**src/rtl/grid_env_step.sv**
```systemverilog
// Grid-world environment responder: applies an agent action, returns next state, reward and done.
// Optional obstacle cell enabled by defining GRID_ENV_OBSTACLE_EN.
module grid_env_step #(
  parameter int GRID_WIDTH    = 8,
  parameter int GRID_HEIGHT   = 8,
  parameter int STATE_LENGTH  = 6,
  parameter int START_STATE   = 0,
  parameter int GOAL_STATE    = 63,
  parameter int REWARD_LENGTH = 8,
  parameter int REWARD_GOAL   = 100,
  parameter int REWARD_STEP   = -1,
  parameter int REWARD_BUMP   = -5,
  parameter int STEP_LENGTH   = 8,
  parameter int MAX_STEPS     = 255
`ifdef GRID_ENV_OBSTACLE_EN
  ,
  parameter int OBSTACLE_STATE = 27
`endif
) (
  input  logic                     clk,
  input  logic                     rst,
  input  logic                     action_valid,
  input  logic [1:0]               action,
  output logic                     action_ready,
  output logic [STATE_LENGTH-1:0]  cur_state,
  output logic                     step_valid,
  input  logic                     step_ready,
  output logic [STATE_LENGTH-1:0]  next_state,
  output logic [REWARD_LENGTH-1:0] reward,
  output logic                     done,
  output logic [15:0]              episode_count
);

  localparam int unsigned ROW_W = (GRID_HEIGHT > 1) ? $clog2(GRID_HEIGHT) : 1;
  localparam int unsigned COL_W = (GRID_WIDTH > 1) ? $clog2(GRID_WIDTH) : 1;
  localparam logic [ROW_W-1:0] START_ROW = ROW_W'(START_STATE / GRID_WIDTH);
  localparam logic [COL_W-1:0] START_COL = COL_W'(START_STATE % GRID_WIDTH);
  localparam logic [ROW_W-1:0] LAST_ROW  = ROW_W'(GRID_HEIGHT - 1);
  localparam logic [COL_W-1:0] LAST_COL  = COL_W'(GRID_WIDTH - 1);
  localparam logic [STEP_LENGTH-1:0]   MAX_CNT = STEP_LENGTH'(MAX_STEPS);
  localparam logic [REWARD_LENGTH-1:0] RW_GOAL = REWARD_LENGTH'(REWARD_GOAL);
  localparam logic [REWARD_LENGTH-1:0] RW_STEP = REWARD_LENGTH'(REWARD_STEP);
  localparam logic [REWARD_LENGTH-1:0] RW_BUMP = REWARD_LENGTH'(REWARD_BUMP);

  typedef enum logic [1:0] {IDLE, MOVE, RESPOND} state_t;

  state_t                   state, state_n;
  logic [ROW_W-1:0]         row, nrow, cand_row, land_row;
  logic [COL_W-1:0]         col, ncol, cand_col, land_col;
  logic [1:0]               act_q;
  logic [STEP_LENGTH-1:0]   step_cnt, cnt_inc;
  logic [STATE_LENGTH-1:0]  cand_state, land_state;
  logic                     blocked, is_goal, done_c;
  logic [REWARD_LENGTH-1:0] reward_c;

  // State register
  always_ff @(posedge clk or posedge rst) begin
    if (rst) state <= IDLE;
    else     state <= state_n;
  end

  // Next-state and move evaluation
  always_comb begin
    state_n  = state;
    cand_row = row;
    cand_col = col;
    blocked  = 1'b0;
    case (act_q)
      2'd0:    if (row == '0)      blocked = 1'b1; else cand_row = row - ROW_W'(1);
      2'd1:    if (row == LAST_ROW) blocked = 1'b1; else cand_row = row + ROW_W'(1);
      2'd2:    if (col == '0)      blocked = 1'b1; else cand_col = col - COL_W'(1);
      default: if (col == LAST_COL) blocked = 1'b1; else cand_col = col + COL_W'(1);
    endcase
    cand_state = STATE_LENGTH'(int'(cand_row) * GRID_WIDTH + int'(cand_col));
`ifdef GRID_ENV_OBSTACLE_EN
    if ((OBSTACLE_STATE != GOAL_STATE) && (OBSTACLE_STATE != START_STATE) &&
        (cand_state == STATE_LENGTH'(OBSTACLE_STATE)))
      blocked = 1'b1;
`endif
    land_row   = blocked ? row : cand_row;
    land_col   = blocked ? col : cand_col;
    land_state = blocked ? cur_state : cand_state;
    is_goal    = !blocked && (land_state == STATE_LENGTH'(GOAL_STATE));
    reward_c   = blocked ? RW_BUMP : (is_goal ? RW_GOAL : RW_STEP);
    cnt_inc    = (step_cnt >= MAX_CNT) ? MAX_CNT : step_cnt + STEP_LENGTH'(1);
    done_c     = is_goal || (cnt_inc == MAX_CNT);
    case (state)
      IDLE:    if (action_valid) state_n = MOVE;
      MOVE:    state_n = RESPOND;
      RESPOND: if (step_ready) state_n = IDLE;
      default: state_n = IDLE;
    endcase
  end

  // Datapath and registered outputs
  always_ff @(posedge clk or posedge rst) begin
    if (rst) begin
      row           <= START_ROW;
      col           <= START_COL;
      nrow          <= '0;
      ncol          <= '0;
      act_q         <= '0;
      step_cnt      <= '0;
      cur_state     <= STATE_LENGTH'(START_STATE);
      next_state    <= '0;
      reward        <= '0;
      done          <= 1'b0;
      episode_count <= '0;
      action_ready  <= 1'b1;
      step_valid    <= 1'b0;
    end else begin
      action_ready <= (state_n == IDLE);
      step_valid   <= (state_n == RESPOND);
      case (state)
        IDLE: if (action_valid) act_q <= action;
        MOVE: begin
          nrow       <= land_row;
          ncol       <= land_col;
          step_cnt   <= cnt_inc;
          next_state <= land_state;
          reward     <= reward_c;
          done       <= done_c;
        end
        RESPOND: if (step_ready) begin
          if (done) begin
            row           <= START_ROW;
            col           <= START_COL;
            cur_state     <= STATE_LENGTH'(START_STATE);
            step_cnt      <= '0;
            episode_count <= episode_count + 16'd1;
          end else begin
            row       <= nrow;
            col       <= ncol;
            cur_state <= next_state;
          end
        end
        default: ;
      endcase
    end
  end

endmodule

```
**config.mk**
```make
export PLATFORM = sky130hd
export DESIGN_NAME = grid_env_step
export DESIGN_NICKNAME = d
export VERILOG_FILES = /design/src/rtl/grid_env_step.sv
export SDC_FILE = /design/constraint.sdc
export NUM_CORES = 1
export LEC_CHECK = 0
export ABC_CLOCK_PERIOD_IN_PS = 1980
export BUFFER_PORTS_ARGS = -buffer_cell sky130_fd_sc_hd__buf_2
export CAP_MARGIN = 0
export CELL_PAD_IN_SITES_DETAIL_PLACEMENT = 1
export CELL_PAD_IN_SITES_GLOBAL_PLACEMENT = 2
export CORE_MARGIN = 5
export CORE_UTILIZATION = 32
export CTS_CLUSTER_DIAMETER = 60
export DETAILED_ROUTE_END_ITERATION = 12
export PLACE_DENSITY = 0.71
export RECOVER_POWER = 50
export SLEW_MARGIN = 40
export SYNTH_ARGS = -nofsm -noshare
export SYNTH_HDL_FRONTEND = slang
export SYNTH_SLANG_ARGS = --single-unit
```
**constraint.sdc**
```tcl
create_clock -name clk -period 1.98 [get_ports clk]
set_clock_uncertainty 0.15 [all_clocks]
set_input_delay 0.396 -clock clk [delete_from_list [all_inputs] [get_ports clk]]
set_output_delay 0.396 -clock clk [all_outputs]
set_load 0.01 [all_outputs]
```
; Yosys cells after proc, flatten, opt, wreduce, memory -nomap -nowiden
; Cells that the tools add are included.
[totals]
ff_bits = 63
output_inout_bits = 39
[classes]
addsub = 7
order_cmp = 1
eq_ne = 11
n_mux = 26
reduce_logical = 14
[ops]
columns = cell, count
row1 = $mux 8, 5
row2 = $mux 3, 8
row3 = $add 16x1->16 const B, 1
row4 = $pmux 8 s2, 1
row5 = $mux 6, 2
row6 = $pmux 3 s2, 2
row7 = $add 8x1->8 const B, 1
row8 = $eq 8x8->1 const B, 1
row9 = $ge 8x8->1 const B, 1
row10 = $add 3x1->3 const B, 2
row11 = $add 6x3->6, 1
row12 = $eq 2x2->1 const B, 3
row13 = $eq 3x3->1 const B, 2
row14 = $eq 6x6->1 const B, 1
row15 = $logic_not 2->1, 3
row16 = $logic_not 3->1, 2
row17 = $pmux 2 s3, 1
row18 = $reduce_and 3->1, 2
row19 = $sub 3x1->3 const B, 2
row20 = $eq 2x1->1 const B, 2
row21 = $mux 1, 4
row22 = $mux 2, 2
row23 = $ne 2x2->1 const B, 2
row24 = $reduce_and 2->1, 2
row25 = other kinds (6), 6

; Longest topological paths before layout
[logic_depth]
ltp_word = 9
depth_mapped = 8

; Worst setup path after synthesis
; OpenSTA, ideal clock, no wires.
[synth_path]
path_kind = reg-to-reg
startpoint = reg col[0]
endpoint = reg reward[4]
arrival_ns = 1.801
setup_slack_ns = -0.097
path_stages_with_launch = 8
path_cell_list = dfrtp_1 inv_1 ha_1 or3b_1 nand3_2 a22o_1 nand4_1 o32a_1
[synth_between]
elab_chain_cells = 9
word_cells_on_any_way = 17
cone_classes = 3 x add/sub / 2 x eq/ne / 9 x mux / 3 x reduce/logical
[synth_lines]
columns = element, line
row1 = from (decl), 49  ; logic [COL_W-1:0] col, ncol, cand_col, land_col;
row2 = from (signal assigned), 133  ; col <= ncol;
row3 = $add 3x1->3 (tied with other cells), 72  ; default: if (col == LAST_COL) blocked = 1'b1; else cand_col = col + COL_W'(1);
row4 = "$mux 3, on equally long branches", "72, 71"
row5 = $pmux 3 s2, 68  ; case (act_q)
row6 = $add 6x3->6, 74  ; cand_state = STATE_LENGTH'(int'(cand_row) * GRID_WIDTH + int'(cand_col));
row7 = $mux 6, 82  ; land_state = blocked ? cur_state : cand_state;
row8 = $eq 6x6->1, 83  ; is_goal = !blocked && (land_state == STATE_LENGTH'(GOAL_STATE));
row9 = $logic_and 1x1->1, 83
row10 = $mux 8, 84  ; reward_c = blocked ? RW_BUMP : (is_goal ? RW_GOAL : RW_STEP);
row11 = $mux 8 *, 84
row12 = to (signal assigned), 121  ; reward <= reward_c;
row13 = to (decl), 29  ; output logic [REWARD_LENGTH-1:0] reward,
; Mark *: on every way between the ends. The rest lies on a longest branch, timed or not.
; A chain may end at the register's enable or synchronous reset.

; Worst setup path after layout
; Same ends and word-level chain as after synthesis.

==> results.md <==
* Status: finished with violations
* Failing checks: setup timing
* Post-synth ARST share at between 90% and 100%
* Filler Cell Count at 1003
* Post-DRT Antenna Nets at 0
* Vias in the first global route at roughly 2500
* Grt ovf at 0
* P&R area growth vs syn at 29.0%
* Total placed cells including tap cells at between 400 and 500
* RSZ-0062 raised after global routing: yes
* CP Max Fanout at 3
* Crit path DAT at 2.11 ns
* FF-to-FF End: reward[4]
* Detailed Place HPWL at roughly 5.3 mm
* Critical Path End: reward[4]
* Yosys Warn Count at 0
* # IOs at 45
* Post-synth top area share at between 40 and 50%
* CTS buffer count at 9
* Worst setup SP type: flip-flop
* Worst-margin pin slew at roughly 0.8 ns
* CP peak stage delay at approximately 0.40 ns
* Pre-antenna DRT Iters at 4
* Final critical-path required period at ~2.0 ns
* Slowest-stage cell, CP: dfrtp_1
* Total GRT Usage at approximately 14%
* 1st-iter DRT viols at 91
* Share of cells above drive strength 1 at around 31%
* First-pass GRT wire length at 12.8 mm
* Crit. End Element: flip-flop
* Reg2reg path depth at 7
* Max-slew violations at 0
* Delay-heaviest family, CP: simple AND/OR/NAND/NOR gates
* Yosys cell types at 52
* Pleak at 1.77 nW
* Ys flop type: dfrtp_1
* H-tree depth at 3
* Initial antenna violation count at 0
* Area contributors post-synth: dfrtp_1, nand2_1, ha_1
* CTS Buffer Depth at 2
* Multi-input gate area at roughly 1500 sq um
* Core region area at slightly below 9000 sq um
* Vias/cell at around 5.1
* Row cnt at 34
* Worst-skew pair later-pin latency at 0.34 ns
* Syn nets at ~310
* CP startpoint: col[0]
* DIE HEIGHT at about 110 um
* Routed length per instance at about 16 um
* Worst Hold Launch: action_valid
* GR peak layer: met2
* Critical Path, Cell by Cell: inv_2 > ha_4 > or3b_4 > nand3_4 > mux2i_2 > a21oi_2 > o32a_1
* Hold Fails Final Rpt at 0
* Met2 Use GR at a little under a quarter
* Count leader, synth: dfrtp_1
* Final setup violation count at 2
* Clk sinks at 58
* CP required at 2.05 ns
* Root Buffer: clkbuf_8
* Post-synth top cells: dfrtp_1, nand2_1, nor2_1, o21ai_0, nand2b_1
* CTS tree: built
* Fin worst setup slack at -0.0561 ns
* M3 GR Usage at between 4 and 5%
* Width of the die at roughly 110 um
* Period utilisation layout at 103%
* Syn Std Cell Area at roughly 2900 sq um
* WP depth at 7
* Peak VDD IR at between 0.6 and 0.7 mV
* Drc violations at 0
* Initial Util at between 30% and 40%
* Reg clk slew, reported paths at approximately 0.07 ns
* GR Layer Usage met1 at roughly a fifth
* Post-synthesis sequential area ratio at 49.8%
* Storage cell area at 1450 sq um
* Post-synth top area cell: dfrtp_1
* R2r startpoint: col[0]
* Post-Place Cell Area at between 3000 and 4000 sq um
* Gp weighted congestion at about 0.82
* Nets@finish at ~380
* Largest net degree at the start of global routing at 59
* FF+latch count, synth at 58
* Critical setup path kind: flip-flop to flip-flop
* Fmax at roughly 0.49 GHz
* Antenna cells at 0
* Count of port buffers added during placement at 44
* Hold crit path type: input port to flip-flop
* Die area at roughly 11000 sq um
* Max cap viols at 0
* Routed WL at a little under 8 mm
* Via Count at about 2400
* Syn avg cell area at between 9 and 10 sq um
* Power Density at ~1600 nW/um^2
* Final Non-Filler Cells at between 400 and 500
* Synthesized instance count at about 300
* Sum of buffers and inverters on the critical path at 1
* R2R setup slack at -0.06 ns
* Rel. slew slack at between 40% and 50%
* Tot Pwr at ~0.006 W
* Design area at 3760 sq um
* Post-synth EDFFs at 0
-- placed cells by master (no fill, tap or decap), drive strengths merged, types with 8 or more instances in the layout --
| cell | Yosys | routed |
|---|---|---|
| a21oi | 9 | 9 |
| buf | 10 | 70 |
| clkbuf | 6 | 19 |
| dfrtp | 57 | 57 |
| ha | 8 | 8 |
| inv | 10 | 10 |
| nand2 | 41 | 41 |
| nand2b | 14 | 14 |
| nand3 | 10 | 10 |
| nor2 | 18 | 18 |
| o21ai | 26 | 26 |
| xnor2 | 9 | 9 |
| xor2 | 8 | 8 |
-- worst reg2reg max path: stages, from the launching register on --
cell and delay [ns]:
dfrtp_1 0.40, inv_2 0.10, ha_4 0.13, or3b_4 0.40, nand3_4 0.10, mux2i_2 0.24, a21oi_2 0.09, o32a_1 0.33
-- report_power, final --
part | switching (W) | total (W) | internal, W
registers | 0.000393 | 0.00198 | 0.00159
clock network | 0.000469 | 0.00112 | 0.000650
logic | 0.00148 | 0.00281 | 0.00133
-- layout make-up --
class | instances | area share, %
clock buffers | 14 | 4.32
clock inverters | 2 | 0.931
inverters | 10 | 0.997
multi-input cells | 214 | 39.6
flip-flops and latches | 58 | 38.6
well taps | 108 | 3.59
repair buffers | 76 | 11.9
-- what timing repair did --
| action | in CTS | in global routing |
|---|---|---|
| pin swaps | 5 | 7 |
| resized for setup | 7 | 15 |
| endpoints found under the hold margin | 57 | 0 |
| buffers inserted | 5 | 3 |
| endpoints found under the setup margin | 8 | 9 |
| hold buffers | 1 | 0 |
| cloned | 0 | 1 |
-- worst min-delay path by stage --
stage | to | slack [ns] | cells after the start
2_1_floorplan | nrow[1] | 0.30 | 2
3_3_place_gp | episode_count[15] | 0.31 | 1
3_5_place_dp | episode_count[15] | 0.30 | 1
4_1_cts | action_ready | 0.05 | 2
5_1_grt | action_ready | 0.05 | 2
6_report | action_ready | 0.07 | 2
-- kinds of logic after synthesis --
logic type	synth area share, %
simple gates	22.2
compound gates	12.3
flops	49.8
buf+inv	4.29
xor+xnor	5.10
fa+ha+maj	3.43
mux	2.96
-- state kept, by name (all words and copies together) (netlist names) --
name and flops:
cur_state 6, nrow 3, step_cnt 8, ncol 3
act_q 2, reward 3, step_valid 1, episode_count 16
row 3, next_state 6, done 1, col 3
action_ready 1, state 2
-- metal layers --
metal | vias up | wire [um] | part of all wire [%]
li1 | 1177 | - | -
met1 | 1204 | 3760 | 47
met2 | 49 | 3750 | 47
met3 | 6 | 325 | 4.1
met4 | 0 | 77 | 0.97
met5 | - | 0 | 0
-- stage by stage --
step	setup slack [ns]	hold slack, ns	utilization (%)	TNS, ns
finish	-0.0561	0.0707	42.7	-0.0729
global route	-0.158	0.0504	42.7	-0.584
CTS	-0.0240	0.0537	41.7	-0.0240
detailed placement	-0.0954	0.305	38.7	-0.194
global placement	-0.0301	0.306	38.7	-0.0301
floorplan	0.00209	0.296	-	0
Power figures use the tool's default switching activity.
